### config.mk
export PLATFORM = sky130hd
export DESIGN_NAME = uart_tx_fifo
export DESIGN_NICKNAME = d
export VERILOG_FILES = /design/src/rtl/uart_pkg.sv /design/src/rtl/uart_sync_fifo.sv /design/src/rtl/uart_tx_fifo.sv
export SDC_FILE = /design/constraint.sdc
export NUM_CORES = 1
export LEC_CHECK = 0
export BUFFER_PORTS_ARGS = -buffer_cell sky130_fd_sc_hd__buf_2
export CORE_UTILIZATION = 50
export DETAILED_ROUTE_END_ITERATION = 12
export GPL_TIMING_DRIVEN = 0
export PLACE_DENSITY_LB_ADDON = 0.12
export SLEW_MARGIN = 20
export SYNTH_ARGS = -nofsm -noshare
export SYNTH_HDL_FRONTEND = slang
export SYNTH_SLANG_ARGS = --single-unit
### constraint.sdc
create_clock -name clk -period 2.4 [get_ports clk]
set_input_delay 0.48 -clock clk [delete_from_list [all_inputs] [get_ports clk]]
set_output_delay 0.48 -clock clk [all_outputs]
set_load 0.01 [all_outputs]
### src/rtl/uart_pkg.sv
// rtl/uart_pkg.sv - shared constants and FSM state encoding for the uart_tx FIFO front end
package uart_pkg;

  localparam int DEF_PAYLOAD_BITS = 8;
  localparam int DEF_DEPTH        = 16;

  typedef enum logic [1:0] {
    IDLE   = 2'd0,
    LAUNCH = 2'd1,
    SETTLE = 2'd2,
    DRAIN  = 2'd3
  } tx_state_e;

endpackage

### src/rtl/uart_sync_fifo.sv
// rtl/uart_sync_fifo.sv - single-clock FIFO storage with push/pop/count; DEPTH must be a power of two >= 2
module uart_sync_fifo
  import uart_pkg::*;
#(
  parameter int WIDTH = DEF_PAYLOAD_BITS,
  parameter int DEPTH = DEF_DEPTH
) (
  input  logic                     clk,
  input  logic                     resetn,
  input  logic                     push,
  input  logic [WIDTH-1:0]         push_data,
  input  logic                     pop,
  output logic [WIDTH-1:0]         pop_data,
  output logic [$clog2(DEPTH):0]   count,
  output logic                     empty,
  output logic                     full
);

  localparam int AW = $clog2(DEPTH);
  localparam logic [AW:0] FULL_CNT = (AW+1)'(DEPTH);

  logic [WIDTH-1:0] r_mem [DEPTH];
  logic [AW-1:0]    r_wr_ptr;
  logic [AW-1:0]    r_rd_ptr;
  logic [AW:0]      r_count;
  logic             w_do_push;
  logic             w_do_pop;

  // Full/empty gate the requests here so the storage can never be corrupted by a caller.
  assign w_do_push = push && !full;
  assign w_do_pop  = pop && !empty;

  always_ff @(posedge clk) begin
    if (w_do_push) begin
      r_mem[r_wr_ptr] <= push_data;
    end
  end

  always_ff @(posedge clk or negedge resetn) begin
    if (!resetn) begin
      r_wr_ptr <= '0;
      r_rd_ptr <= '0;
      r_count  <= '0;
    end else begin
      if (w_do_push) begin
        r_wr_ptr <= r_wr_ptr + 1'b1;
      end
      if (w_do_pop) begin
        r_rd_ptr <= r_rd_ptr + 1'b1;
      end
      case ({w_do_push, w_do_pop})
        2'b10:   r_count <= r_count + 1'b1;
        2'b01:   r_count <= r_count - 1'b1;
        default: r_count <= r_count;
      endcase
    end
  end

  assign pop_data = r_mem[r_rd_ptr];
  assign count    = r_count;
  assign empty    = (r_count == '0);
  assign full     = (r_count == FULL_CNT);

endmodule

### src/rtl/uart_tx_fifo.sv
// rtl/uart_tx_fifo.sv - FIFO front end feeding a uart_tx start/busy handshake
// Optional sticky overflow flag enabled by macro UART_TX_FIFO_OVF_EN.
module uart_tx_fifo
  import uart_pkg::*;
#(
  parameter int PAYLOAD_BITS = DEF_PAYLOAD_BITS,
  parameter int DEPTH        = DEF_DEPTH
) (
  input  logic                     clk,
  input  logic                     resetn,
  input  logic [PAYLOAD_BITS-1:0]  in_data,
  input  logic                     in_valid,
  output logic                     in_ready,
  input  logic                     uart_tx_busy,
  output logic                     uart_tx_en,
  output logic [PAYLOAD_BITS-1:0]  uart_tx_data,
  output logic [$clog2(DEPTH):0]   fifo_count,
  output logic                     fifo_empty,
  output logic                     fifo_full,
  input  logic                     ovf_clr,
  output logic                     overflow
);

  tx_state_e                 r_state;
  tx_state_e                 w_next_state;
  logic                      w_pop;
  logic                      w_push;
  logic [PAYLOAD_BITS-1:0]   w_head;
  logic                      r_tx_en;
  logic [PAYLOAD_BITS-1:0]   r_tx_data;

  assign in_ready = !fifo_full;
  assign w_push   = in_valid && in_ready;

  uart_sync_fifo #(
    .WIDTH (PAYLOAD_BITS),
    .DEPTH (DEPTH)
  ) u_fifo (
    .clk       (clk),
    .resetn    (resetn),
    .push      (w_push),
    .push_data (in_data),
    .pop       (w_pop),
    .pop_data  (w_head),
    .count     (fifo_count),
    .empty     (fifo_empty),
    .full      (fifo_full)
  );

  // SETTLE spends one cycle ignoring busy while uart_tx raises it after the start strobe.
  always_comb begin
    w_next_state = r_state;
    w_pop        = 1'b0;
    case (r_state)
      IDLE: begin
        if (!fifo_empty && !uart_tx_busy) begin
          w_next_state = LAUNCH;
          w_pop        = 1'b1;
        end
      end
      LAUNCH:  w_next_state = SETTLE;
      SETTLE:  w_next_state = DRAIN;
      DRAIN: begin
        if (!uart_tx_busy) begin
          w_next_state = IDLE;
        end
      end
      default: w_next_state = IDLE;
    endcase
  end

  always_ff @(posedge clk or negedge resetn) begin
    if (!resetn) begin
      r_state   <= IDLE;
      r_tx_en   <= 1'b0;
      r_tx_data <= '0;
    end else begin
      r_state <= w_next_state;
      r_tx_en <= (w_next_state == LAUNCH);
      if (w_pop) begin
        r_tx_data <= w_head;
      end
    end
  end

  assign uart_tx_en   = r_tx_en;
  assign uart_tx_data = r_tx_data;

`ifdef UART_TX_FIFO_OVF_EN
  logic r_overflow;

  // A drop and a clear on the same edge leave the flag set so no drop goes unreported.
  always_ff @(posedge clk or negedge resetn) begin
    if (!resetn) begin
      r_overflow <= 1'b0;
    end else if (in_valid && fifo_full) begin
      r_overflow <= 1'b1;
    end else if (ovf_clr) begin
      r_overflow <= 1'b0;
    end
  end

  assign overflow = r_overflow;
`else
  logic w_unused_ovf_clr;

  assign w_unused_ovf_clr = ovf_clr;
  assign overflow         = 1'b0;
`endif

endmodule

==> summary.txt <==
Timing
  – RSZ-0062 raised after global routing: true
  – Final Skew: 0.007633 ns
  – Tightest Pin Transition: 0.8273 ns
  – Worst setup margin: 0.01260 ns
  – Tcrit/Tclk final: 99.48%
  – Finish-stage setup viols: 0
  – Max transition margin: 44.65%
  – F_max: 0.4189 GHz
  – Count of final hold-check violations: 0
  – Max-slew violations: 0
  – Minimum clock period: 2.387 ns

Yosys
  – Cell variety after synth: 38
  – Synthesis-stage register bit count: 152
  – Syn. warnings: 0
  – Netlist Area Pre-Place: 0.006165 mm^2
  – Seq/Total Area, Yosys: 72.09%
  – Avg Inst Size Synth: 19.32 um^2
  – Cell count after synthesis: 319
  – Syn Nets: 342

Critical path
  – Critical Path AT: 2.74 ns
  – Critical Path Start Type: flop
  – CP endpoint kind: flop
  – Worst Path Buf+Inv: 2
  – Critical path's top delay family: compound AO/OA/AOI/OAI gates
  – Worst Path Class, Setup: reg -> reg
  – Worst path cell trace: or3_4, o31a_1, buf_6, inv_4, ha_4, ha_4, a21o_1, a21oi_2, mux2i_1, xnor2_1
  – Most used cell, CP: ha_4
  – Critical path peak fanout: 5
  – Required time worst endpoint: 2.75 ns
  – Max stage delay on crit path: 0.43 ns
  – Crit path max-delay cell type: dfrtp_2

Cells and area
  – Ant diodes: 0
  – Layout net count: 399
  – Post-route core utilization: 59.93%
  – FILL cells: 907
  – Share of cells above drive strength 1: 36.25%
  – Synth-to-layout area growth: 16.76%

Die
  – Die ar.: 0.01278 mm^2
  – Die height: 113.0 um
  – # IOs: 31
  – Die Wd: 113.0 um
  – Floorplan Core Area: 0.01201 mm^2
  – Initial core utilization: 51.32%
  – # rows: 40

Clocking
  – Root buf cell: clkbuf_16
  – Clock transition at path regs: 0.06 ns
  – Clock buffer count from CTS: 17
  – Total clock sinks: 152
  – CTS Buffer Depth: 2
  – H-tree Lvls: 4
  – CTS tree: built
  – Worst skew pair latency: 0.42 ns

Power
  – Leakage: 2.515 nW
  – PD cells: 1163 mW/mm^2
  – Worst vdd ir: 0.0004740 V
  – Switching share of power: 29.61%
  – Comb power frac: 28.5%
  – Sequential Power Share: 42.0%
  – Clk network pwr share: 29.5%
  – Sw Pwr: 2.479 mW
  – Internal: 5.894 mW

Drt
  – Remaining antenna violation count: 0
  – Routed wire length: 11,810 um
  – 1st-iter DRT viols: 235
  – Residual DRC: 0
  – Via count: 3,035
  – DR WL/cell: 22.03 um
  – Vias per inst: 5.662
  – 1st-pass router iterations: 6

Run status
  – Status: finished clean

Place
  – PortBufs: 28
  – Final HPWL DP: 7406 um
  – RePlAce Congestion: 0.7126
  – Pre-CTS WS: -0.1796 ns

Min path
  – HP Class: in -> async

GRT
  – GRT Residual Overflow: 0
  – First-pass GRT wire length: 18,060 um
  – Initial antenna violation count: 0
  – Overall routing resource usage: 20.31%
  – Pin count of the biggest net entering global routing: 25
  – Vias in the first global route: 3,022

Job
  – Max-cap violation count: 0
==> routing by layer <==
metal	global-route usage, %	share of wire, %	routed length [um]
met1	29.49	49	5731
met4	7.018	1.4	165
met3	5.196	3.3	389
met2	30.22	47	5522
met5	0	0	0
==> stage by stage <==
stage	total power, mW	TNS (ns)	hold slack [ns]	area (um^2)	cells
after global placement	5.785	-2.581	0.5100	6523	494
after CTS	8.379	0	0.06031	7156	531
final	8.374	0	0.05452	7198	536
after global routing	8.792	-0.1160	0.08451	7198	536
after floorplan	5.155	0	0.1844	6198	319
after detailed placement	5.849	-0.2956	0.5078	6543	494
==> cells in the final DEF, fill, tap and decap left out, types with 4 or more instances in the layout <==
master       n
o22ai_1      8
nor2_1      24
buf_4       14
nor3_2       4
buf_6        5
clkbuf_1     8
xnor2_1      7
mux4_2      32
ha_1         7
clkbuf_8     7
buf_2       33
a221oi_2     8
mux2i_1      9
dfrtp_1     20
dfrtp_2      4
clkbuf_16   17
nand2_1      8
edfxtp_1   128
inv_1        4
==> flip-flops by register name, indices dropped and copies added (netlist names) <==
name,count
uart_tx_en,1
r_state,2
uart_tx_data,8
u_fifo.r_wr_ptr,4
u_fifo.count,5
u_fifo.r_mem,128
u_fifo.r_rd_ptr,4
==> power by group through the flow <==
stage                     combinational (mW)  clock [mW]  sequential, mW
after CTS                               2.35        2.50            3.52
after global routing                    2.61        2.62            3.56
after detailed placement                2.28           0            3.57
after floorplan                         1.58           0            3.57
after global placement                  2.23           0            3.55
final                                   2.39        2.47            3.52
==> worst paths after layout <==
kind	startpoint	slack (ns)	endpoint	cells past startpoint
worst max-delay path	u_fifo.count[2]$_DFFE_PN0P_	0.01	u_fifo.count[4]$_DFFE_PN0P_	10
worst min-delay path	resetn	0.05	u_fifo.count[1]$_DFFE_PN0P_	1
worst max register to register	u_fifo.count[2]$_DFFE_PN0P_	0.01	u_fifo.count[4]$_DFFE_PN0P_	10
worst min register to register	r_state[0]$_DFF_PN0_	0.55	uart_tx_en$_DFF_PN0_	1
max in group asynchronous	resetn	1.94	u_fifo.count[2]$_DFFE_PN0P_	1
min in group clk	uart_tx_busy	0.31	uart_tx_en$_DFF_PN0_	2
==> timing repair <==
action	4_1_cts	5_1_grt
hold buffers	0	0
pin swaps	3	1
setup endpoints to repair	2	2
buffers inserted	5	5
resized for setup	7	2
==> final cells by class <==
cell class	count	area [um^2]	share of cell area, %
Timing Repair Buffer	38	215.2	2.990
Multi-Input combinational cell	143	1644	22.84
Clock buffer	30	544.3	7.561
Sequential cell	152	4449	61.81
Buffer	19	130.1	1.808
Clock inverter	2	10.01	0.1391
Tap cell	147	183.9	2.555
Inverter	5	21.27	0.2955
==> cell usage after synthesis (all sizes together) <==
| master | n | area [um^2] |
|---|---|---|
| xor2 | 2 | 17.52 |
| buf | 17 | 112.6 |
| inv | 5 | 18.77 |
| or2 | 1 | 6.260 |
| mux2 | 2 | 22.52 |
| nor2 | 25 | 96.35 |
| fa | 1 | 20.02 |
| conb | 1 | 3.750 |
| nand2 | 9 | 36.29 |
| o22ai | 8 | 50.05 |
| mux4 | 32 | 720.7 |
| a21oi | 4 | 20.02 |
| a21o | 2 | 15.01 |
| nor2b | 2 | 12.51 |
| nand4 | 2 | 27.53 |
| nand2b | 3 | 18.77 |
| or3 | 2 | 12.51 |
| o21ai | 3 | 15.01 |
| xnor2 | 8 | 77.58 |
| o31a | 1 | 8.760 |
| mux2i | 9 | 90.09 |
| a2111oi | 2 | 36.29 |
| nor3 | 6 | 35.03 |
| a221oi | 8 | 120.1 |
| clkbuf | 2 | 7.510 |
| ha | 9 | 112.6 |
| and2 | 1 | 6.260 |
| dfrtp | 24 | 600.6 |
| edfxtp | 128 | 3844 |
==> cell families (layout without fill, tap and decap cells) <==
kind of cell | count (synthesis) | count (layout) | share of synthesized area (%)
muxes | 43 | 43 | 13.52
buffers and inverters | 24 | 94 | 2.253
and+or+nand+nor | 51 | 51 | 4.080
other | 1 | 1 | 0.06083
xor gates and xnor gates | 10 | 10 | 1.543
AOI/OAI and AO/OA | 28 | 28 | 4.303
DFF | 152 | 152 | 72.09
adders and majority gates | 10 | 10 | 2.151
Power figures use the tool's default switching activity.
